--- config.mk ---
export PLATFORM = sky130hd
export DESIGN_NAME = laser_sweep_sched
export DESIGN_NICKNAME = d
export VERILOG_FILES = /design/src/rtl/laser_pkg.sv /design/src/rtl/laser_pt_buf.sv /design/src/rtl/laser_sweep_sched.sv
export SDC_FILE = /design/constraint.sdc
export NUM_CORES = 1
export LEC_CHECK = 0
export ABC_AREA = 1
export CAP_MARGIN = 25
export CORE_ASPECT_RATIO = 1.2
export CORE_MARGIN = 3
export CORE_UTILIZATION = 60
export CTS_BUF_LIST = sky130_fd_sc_hd__clkbuf_16
export DETAILED_ROUTE_END_ITERATION = 8
export GPL_TIMING_DRIVEN = 0
export PLACE_DENSITY = 0.79
export SLEW_MARGIN = 20
export SYNTH_ARGS = -nofsm -noshare
export SYNTH_HDL_FRONTEND = slang
export SYNTH_SLANG_ARGS = --single-unit
--- constraint.sdc ---
create_clock -name CLK -period 3.3 [get_ports CLK]
set_clock_uncertainty 0.1 [all_clocks]
set_input_delay 0.99 -clock CLK [delete_from_list [all_inputs] [get_ports CLK]]
set_output_delay 0.99 -clock CLK [all_outputs]
set_load 0.1 [all_outputs]
--- src/rtl/laser_pkg.sv ---
// Shared types and constants for the laser sweep scheduler: FSM states,
// frame size, grid width, the 8-bit {y,x} location type and count width.
package laser_pkg;

  localparam int OBJ_NUM = 40;
  localparam int GRID_W  = 4;
  localparam int CNT_W   = 6;
  localparam int PTR_W   = 6;

  typedef logic [2*GRID_W-1:0] loc_t;

  typedef enum logic [2:0] {
    IDLE,
    LOAD,
    REQ,
    WAIT,
    SWAP,
    OUT
  } state_t;

  function automatic loc_t makeLoc(input logic [GRID_W-1:0] y, input logic [GRID_W-1:0] x);
    return {y, x};
  endfunction

endpackage

--- src/rtl/laser_pt_buf.sv ---
// Point buffer for one frame: synchronous write, asynchronous read.
// Reads beyond the last entry return zero.
module laser_pt_buf
  import laser_pkg::*;
#(
  parameter int DEPTH = OBJ_NUM,
  parameter int AW    = PTR_W
) (
  input  logic          CLK,
  input  logic          we_i,
  input  logic [AW-1:0] waddr_i,
  input  loc_t          wdata_i,
  input  logic [AW-1:0] raddr_i,
  output loc_t          rdata_o
);

  loc_t mem_q [DEPTH];

  always_ff @(posedge CLK) begin
    if (we_i && (int'(waddr_i) < DEPTH)) begin
      mem_q[waddr_i] <= wdata_i;
    end
  end

  assign rdata_o = (int'(raddr_i) < DEPTH) ? mem_q[raddr_i] : '0;

endmodule

--- src/rtl/laser_sweep_sched.sv ---
// Two-circle placement scheduler: buffers a frame of points, then alternately
// sweeps one circle over the grid against a fixed one using an external
// coverage engine. Optional macro LASER_EARLY_EXIT_EN stops once a sweep
// leaves its circle where it started.
module laser_sweep_sched #(
  parameter int OBJ_NUM  = laser_pkg::OBJ_NUM,
  parameter int MAX_ITER = 6,
  parameter int GRID_W   = laser_pkg::GRID_W
) (
  input  logic              CLK,
  input  logic              RST,
  input  logic              IN_VALID,
  input  logic [GRID_W-1:0] X,
  input  logic [GRID_W-1:0] Y,
  input  logic [5:0]        PT_RADDR,
  output logic [7:0]        PT_RDATA,
  output logic              ENG_REQ,
  output logic [GRID_W-1:0] ENG_CX,
  output logic [GRID_W-1:0] ENG_CY,
  output logic [GRID_W-1:0] ENG_FX,
  output logic [GRID_W-1:0] ENG_FY,
  input  logic              ENG_ACK,
  input  logic [5:0]        ENG_CNT,
  output logic [GRID_W-1:0] C1X,
  output logic [GRID_W-1:0] C1Y,
  output logic [GRID_W-1:0] C2X,
  output logic [GRID_W-1:0] C2Y,
  output logic              DONE
);

  import laser_pkg::*;

  localparam int LW     = 2 * GRID_W;
  localparam int ITER_W = $clog2(MAX_ITER) + 1;
  localparam logic [LW-1:0]     LAST_CAND = '1;
  localparam logic [ITER_W-1:0] LAST_ITER = ITER_W'(MAX_ITER - 1);
  localparam logic [PTR_W-1:0]  LAST_PT   = PTR_W'(OBJ_NUM - 1);

  state_t            state_q;
  logic [PTR_W-1:0]  wptr_q;
  logic [ITER_W-1:0] iter_q;
  logic [CNT_W-1:0]  bestCnt_q;
  logic [LW-1:0]     bestLoc_q;
  logic [LW-1:0]     cand_q;
  logic [LW-1:0]     fixLoc_q;
  logic [LW-1:0]     sweepLoc_q;
  logic              engReq_q;
  logic              done_q;
  logic [LW-1:0]     c1_q;
  logic [LW-1:0]     c2_q;

  logic              ptWe;
  logic [LW-1:0]     cand_d;
  logic [PTR_W-1:0]  wptr_d;
  logic              converged;

  assign ptWe   = IN_VALID && ((state_q == IDLE) || (state_q == LOAD));
  assign cand_d = cand_q + 1'b1;
  assign wptr_d = wptr_q + 1'b1;

  // A sweep that keeps its circle in place means the pair has settled.
`ifdef LASER_EARLY_EXIT_EN
  assign converged = (bestLoc_q == sweepLoc_q);
`else
  assign converged = 1'b0;
`endif

  laser_pt_buf #(
    .DEPTH (OBJ_NUM),
    .AW    (PTR_W)
  ) u_pt_buf (
    .CLK     (CLK),
    .we_i    (ptWe),
    .waddr_i (wptr_q),
    .wdata_i (makeLoc(Y, X)),
    .raddr_i (PT_RADDR),
    .rdata_o (PT_RDATA)
  );

  // fixLoc_q is the stationary circle; sweepLoc_q is where the sweeping circle
  // sat before the current sweep. SWAP moves the swept circle to bestLoc_q and
  // makes it the new fixed circle.
  always_ff @(posedge CLK or posedge RST) begin
    if (RST) begin
      state_q    <= IDLE;
      wptr_q     <= '0;
      iter_q     <= '0;
      bestCnt_q  <= '0;
      bestLoc_q  <= '0;
      cand_q     <= '0;
      fixLoc_q   <= '0;
      sweepLoc_q <= '0;
      engReq_q   <= 1'b0;
      done_q     <= 1'b0;
      c1_q       <= '0;
      c2_q       <= '0;
    end else begin
      done_q <= 1'b0;
      c1_q   <= '0;
      c2_q   <= '0;
      case (state_q)
        IDLE: begin
          if (IN_VALID) begin
            wptr_q  <= wptr_d;
            state_q <= LOAD;
          end
        end
        LOAD: begin
          if (IN_VALID) begin
            if (wptr_q == LAST_PT) begin
              wptr_q     <= '0;
              iter_q     <= '0;
              bestCnt_q  <= '0;
              bestLoc_q  <= '0;
              cand_q     <= '0;
              fixLoc_q   <= '0;
              sweepLoc_q <= '0;
              engReq_q   <= 1'b1;
              state_q    <= REQ;
            end else begin
              wptr_q <= wptr_d;
            end
          end
        end
        REQ: begin
          state_q <= WAIT;
        end
        WAIT: begin
          if (ENG_ACK) begin
            if (ENG_CNT >= bestCnt_q) begin
              bestCnt_q <= ENG_CNT;
              bestLoc_q <= cand_q;
            end
            cand_q <= cand_d;
            if (cand_q == LAST_CAND) begin
              engReq_q <= 1'b0;
              state_q  <= SWAP;
            end else begin
              state_q <= REQ;
            end
          end
        end
        SWAP: begin
          fixLoc_q   <= bestLoc_q;
          sweepLoc_q <= fixLoc_q;
          iter_q     <= iter_q + 1'b1;
          if ((iter_q == LAST_ITER) || converged) begin
            done_q  <= 1'b1;
            c1_q    <= bestLoc_q;
            c2_q    <= fixLoc_q;
            state_q <= OUT;
          end else begin
            engReq_q <= 1'b1;
            state_q  <= REQ;
          end
        end
        OUT: begin
          state_q <= IDLE;
        end
        default: begin
          state_q <= IDLE;
        end
      endcase
    end
  end

  assign ENG_REQ = engReq_q;
  assign ENG_CX  = cand_q[GRID_W-1:0];
  assign ENG_CY  = cand_q[LW-1:GRID_W];
  assign ENG_FX  = fixLoc_q[GRID_W-1:0];
  assign ENG_FY  = fixLoc_q[LW-1:GRID_W];
  assign C1X     = c1_q[GRID_W-1:0];
  assign C1Y     = c1_q[LW-1:GRID_W];
  assign C2X     = c2_q[GRID_W-1:0];
  assign C2Y     = c2_q[LW-1:GRID_W];
  assign DONE    = done_q;

endmodule

==> impl_metrics.toml, run 1 <==
[worst_setup_path]
critPathLaunchType = "primary input"
end_kind = "output pin"
crit_arrival_ns = 2.56
cp_data_required_time_ns = 2.21
worstSetupPathType = "primary input to output pin"
path_max_fanout = 8

[floorplanning]
dieArea_mm2 = 0.0287
core_mm2 = 0.0259
die_w_um = 155
ioPinCount = 66
start_util_pct = 61.9
rows = 64
die_y_um = 185

[sta]
fmax_mhz = 274
fin_ws_ns = -0.352
finalMaxSlewViolations = 0
setup_viol_count_final = 8
relSlewSlack_pct = 32.0
rsz0062_at_grt = "yes"
whs_ns = 0.398
post-route-period-util_pct = 111
worstMarginPinSlew_ns = 1.02
min_period_ns = 3.65
finalHoldViolations = 0

[logic_synthesis]
yosys_warnings = 0
syn_nets = 1440
ys_types = 42
synth_edf_count = 320
synth_cells = 1406
ys_seq_area_share_pct = 69.5
synth.avg_cell_area_um2 = 11.4
synth_flop_cell = "edfxtp_1"
async_reset_ff_share_pct = 16.0
synth_area_mm2 = 0.0160
ys_seq_elements = 381

[status]
violations = "setup timing"
status = "complete, but fails checks"

[drt]
drc = 0
drtIter0Drc = 1385
drt_pre_antenna_iters = 8
wl_per_cell_um = 23.6
vias_per_cell = 6.15
num_vias = 11600
drt_wl_total_um = 44400
antenna_left = 0

[grt]
grt_max_degree = 58
track_usage_pct = 30.8
grt_pass1_wl_um = 66200
grt_antenna_before_repair = 0
grt-ovfl-total = 0
grt_pass1_vias = 11400

[layout]
final-seq-area_mm2 = 0.0111
multi_input_area_mm2 = 0.00455
drive_above_1_share_pct = 18.6
stdcell_area_mm2 = 0.0194
area_delta_synth_final_pct = 21.4
nets = 1560
final_util_pct = 75.1
antenna_cells = 0
nFillCells = 1620

[clocking]
clock-root-buffer = "clkbuf_16"
clk_pin_slew_worst_paths_ns = 0.05
cts_hold_buffers = 0
cts_sinks = 381
clk_path_buf_depth = 3
cts_tree = "done"
h-tree-depth = 2
cts_buffers = 37
clk_latency_ns = 0.51

[power_and_ir_drop]
finalPower_w = 0.0121
ir_drop_v = 0.000824
leakage_nw = 7.47
power_density_mw_per_mm2 = 621

[placed_design]
place_congestion = 0.965
portBuffers = 62
placed_area_mm2 = 0.0173
pre_cts_ws_ns = -1.94
hpwl_um = 29000

[flow_run]
cap_violations = 0

[min_path]
hold_class = "flip-flop to flip-flop"
## cells by family after synthesis
group	count (synthesis)	share of synthesized area, %
simple gates	725	19.6
fa+ha+maj	10	0.781
mux	1	0.0625
compound gates	138	5.10
xor+xnor	7	0.383
buf+inv	144	4.58
flops	381	69.5
## synthesized netlist by cell type (2+ instances only)
library cell	count	area share [%]
a21oi_1	21	0.66
buf_1	4	0.094
buf_2	34	1.1
buf_4	11	0.52
buf_6	11	0.77
clkbuf_1	11	0.26
clkinv_1	3	0.070
dfrtp_1	61	9.5
edfxtp_1	320	60
ha_1	10	0.78
inv_1	63	1.5
inv_2	4	0.094
nand2_1	334	7.8
nand2_4	4	0.28
nand3_1	184	5.8
nand3_2	8	0.50
nand4_1	11	0.43
nor2_1	172	4.0
nor2_2	2	0.078
nor2_4	4	0.28
o2111ai_1	3	0.16
o211ai_1	8	0.38
o21ai_0	58	1.8
o21ai_1	15	0.47
o21ai_2	15	0.82
o221ai_1	5	0.27
o22ai_1	10	0.39
xor2_1	6	0.33
## where the power goes
part / switching, W / internal (W)
logic: 0.00166 / 0.000680
registers: 0.000212 / 0.00554
clock network: 0.00176 / 0.00222
total: 0.00363 / 0.00844
## what timing repair did
action / in CTS / in global routing
setup buffers: 4 / 1
pin swaps: 10 / 32
gates cloned: 3 / 4
setup endpoints to repair: 12 / 67
resized for setup: 223 / 82
## final cells by class
class / count / area share, %
Sequential cell: 381 / 57.3
Multi-Input combinational cell: 881 / 23.4
Timing Repair Buffer: 81 / 5.42
Clock buffer: 39 / 5.02
Buffer: 72 / 4.34
Tap cell: 330 / 2.12
Inverter: 72 / 1.56
Clock inverter: 25 / 0.786
## worst paths after layout
check                                         start                              to  slack [ns]  depth (start not counted)
max                                     PT_RADDR[0]                     PT_RDATA[4]       -0.35                         10
min                        bestCnt_q[0]$_DFFE_PP0P_        bestCnt_q[0]$_DFFE_PP0P_        0.40                          2
max reg2reg                  state_q[2]$_DFFE_PP0P_  u_pt_buf.mem_q[1][2]$_DFFE_PP_        0.49                          8
min reg2reg                bestCnt_q[0]$_DFFE_PP0P_        bestCnt_q[0]$_DFFE_PP0P_        0.40                          2
max in group asynchronous                       RST        bestCnt_q[0]$_DFFE_PP0P_        2.02                          3
min in group asynchronous                       RST               c2_q[4]$_DFF_PP0_        0.60                          2
## per-stage QoR
step / std cells / TNS [ns]
floorplan: 1406 / -1.05
finish: 1881 / -2.46
global placement: 1798 / -85.16
CTS: 1876 / -2.06
global route: 1881 / -3.63
detailed placement: 1805 / -69.09
## per-layer routing
| layer | up-vias | global-route usage [%] | routed length [um] |
|---|---|---|---|
| met2 | 750 | 52.1 | 21600 |
| li1 | 5103 | - | - |
| met5 | - | 0 | 0 |
| met3 | 169 | 5.91 | 4710 |
| met1 | 5539 | 38.9 | 15400 |
| met4 | 0 | 14.1 | 2710 |
## sequential cells by signal, indices dropped and copies added (netlist names), 6 cells and up
signal and cells:
u_pt_buf.mem_q 320, bestLoc_q 8, c1_q 8, c2_q 8
cand_q 8, fixLoc_q 8, bestCnt_q 6, wptr_q 6
## worst max-delay path, cell delays in order
cell and delay [ns]:
buf_12 0.13, inv_12 0.09, buf_12 0.16, buf_12 0.15
buf_8 0.12, nor2_2 0.04, o221ai_2 0.18, nand4_1 0.30
o21ai_4 0.19, buf_12 0.20
## cells in the final DEF, fill, tap and decap left out, types with 9 or more instances in the layout
cell type and n:
a21oi_1 16, buf_12 22, buf_2 14, buf_4 12
buf_6 22, buf_8 12, clkbuf_16 43, clkdlybuf4s50_1 40
clkinv_1 9, dfrtp_1 61, edfxtp_1 320, ha_1 10
inv_1 67, nand2_1 316, nand2_2 16, nand3_1 153
nand3_2 39, nand4_1 11, nor2_1 153, nor2_2 18
o21ai_0 49, o21ai_1 17, o21ai_2 19, o22ai_1 10
Note: power is estimated with default switching activity, not from simulation.
==> run 2: changes to the inputs <==
==> constraint.sdc (replaced) <==
create_clock -name CLK -period 3.44 [get_ports CLK]
set_clock_uncertainty 0.1 [all_clocks]
set_input_delay 1.032 -clock CLK [delete_from_list [all_inputs] [get_ports CLK]]
set_output_delay 1.032 -clock CLK [all_outputs]
set_load 0.1 [all_outputs]
==> run 2 against run 1 <==
Against the previous run:
- the run still ends with setup timing left
- setup slack improved by 0.047 ns
- wire length fell by 0.75%
- first-iteration DRC count rose by 3.8%
- via count fell by 0.49%
- non-clock buffer count fell by 3
- register-to-register slack improved by 0.12 ns
- worst hold slack barely moved
- sequential power fell by 4.0%
- utilization fell by 0.71 points
==> impl_metrics.toml, run 2 (synthesis results as in run 1) <==
[status]
status = "complete, but fails checks"
violations = "setup timing"

[sta]
post-route-period-util_pct = 109
whs_ns = 0.398
min_period_ns = 3.75
finalMaxSlewViolations = 0
relSlewSlack_pct = 32.1
fin_ws_ns = -0.305
setup_viol_count_final = 8
finalHoldViolations = 0
rsz0062_at_grt = "yes"
worstMarginPinSlew_ns = 1.02
fmax_mhz = 267

[power_and_ir_drop]
ir_drop_v = 0.000791
leakage_nw = 7.38
finalPower_w = 0.0115
power_density_mw_per_mm2 = 599

[floorplanning]
die_w_um = 155
die_y_um = 185
rows = 64
dieArea_mm2 = 0.0287
core_mm2 = 0.0259
ioPinCount = 66
start_util_pct = 61.9

[min_path]
hold_depth = 2
hold_class = "flip-flop to flip-flop"

[worst_setup_path]
r2r_cells = 8
worstSetupPathType = "primary input to output pin"
critPathLaunchType = "primary input"
crit_arrival_ns = 2.61
end_kind = "output pin"
path_max_fanout = 10
cp_data_required_time_ns = 2.31

[clocking]
cts_sinks = 381
clk_pin_slew_worst_paths_ns = 0.05
clk_latency_ns = 0.51
clk_path_buf_depth = 3
cts_tree = "done"
h-tree-depth = 2
clock-root-buffer = "clkbuf_16"
cts_buffers = 37
cts_hold_buffers = 0

[layout]
largest_reg_flops = 320
final_util_pct = 74.4
antenna_cells = 0
area_delta_synth_final_pct = 20.2
final-seq-area_mm2 = 0.0111
multi_input_area_mm2 = 0.00445
mostFrequentLayoutCells = "320 x edfxtp_1, 317 x nand2_1, 165 x nor2_1"
drive_above_1_share_pct = 16.8
nets = 1557
stdcell_area_mm2 = 0.0192
final_common_cell = "edfxtp_1"
regMostFlops = "u_pt_buf.mem_q"
nFillCells = 1643

[grt]
grt_pass1_vias = 11400
track_usage_pct = 30.8
grt_pass1_wl_um = 66200
grt_max_degree = 58
grt-ovfl-total = 0
grt_antenna_before_repair = 0

[placed_design]
place_congestion = 0.965
placed_area_mm2 = 0.0173
hpwl_um = 29000
portBuffers = 62

[drt]
vias_per_cell = 6.13
drc = 0
antenna_left = 0
drt_pre_antenna_iters = 8
drt_wl_total_um = 44100
drtIter0Drc = 1437
wl_per_cell_um = 23.5
num_vias = 11500

[flow_run]
cap_violations = 0
## run 2: cell count changes in the layout (fill, tap and decap cells not counted), moves of 3 or more
cell             delta
nor2_1             +12
dlymetal6s2s_1      -3
buf_2               +3
nand3_2             -7
clkbuf_4            -3
nand3_1             +6
nor2_2             -12
clkdlybuf4s50_1     +3
## run 2: through the flow
step	setup TNS, ns	setup slack (ns)	cells
after detailed placement	-46.70	-1.88	1805
final	-1.87	-0.305	1878
after global routing	-2.17	-0.292	1878
after floorplan	-0.770	-0.164	1406
after CTS	-1.62	-0.216	1876
after global placement	-57.00	-1.86	1798
## run 2: layout make-up
| type | count | share of cell area (%) |
|---|---|---|
| clock inverters | 25 | 0.793 |
| clock buffers | 39 | 5.07 |
| inverters | 72 | 1.57 |
| repair buffers | 78 | 5.12 |
| flip-flops and latches | 381 | 57.9 |
| multi-input cells | 881 | 23.1 |
| well taps | 330 | 2.15 |
| plain buffers | 72 | 4.30 |
## run 2: per-layer routing
layer,global-route usage [%],wire [um],vias up
met5,0,0,-
met4,14.3,2580,0
met3,5.75,4660,148
met2,52.1,21400,743
met1,38.9,15500,5515
li1,-,-,5098
## run 2: worst max-delay path, cell delays in order
cell      delay [ns]
buf_12          0.12
buf_6           0.21
buf_4           0.20
o21ai_0         0.12
o221ai_2        0.20
nand4_1         0.31
o21ai_4         0.20
buf_12          0.20
## run 2: what timing repair did
item	in CTS	in global routing
buffers inserted	4	0
gates resized for setup	222	47
pin swaps	10	10
endpoints found under the setup margin	8	16
gates cloned	3	2
## run 2: worst paths after layout
path	from	end	slack (ns)
setup / recovery	PT_RADDR[0]	PT_RDATA[4]	-0.31
hold / removal	bestCnt_q[0]$_DFFE_PP0P_	bestCnt_q[0]$_DFFE_PP0P_	0.40
setup reg to reg	state_q[2]$_DFFE_PP0P_	u_pt_buf.mem_q[3][3]$_DFFE_PP_	0.61
hold reg to reg	bestCnt_q[0]$_DFFE_PP0P_	bestCnt_q[0]$_DFFE_PP0P_	0.40
max in group asynchronous	RST	bestCnt_q[0]$_DFFE_PP0P_	2.13
min in group asynchronous	RST	c2_q[4]$_DFF_PP0_	0.64
## run 2: report_power, final
| part | internal (W) | switching [W] |
|---|---|---|
| registers | 0.00532 | 0.000202 |
| clock network | 0.00213 | 0.00168 |
| logic | 0.000641 | 0.00157 |
| total | 0.00808 | 0.00345 |
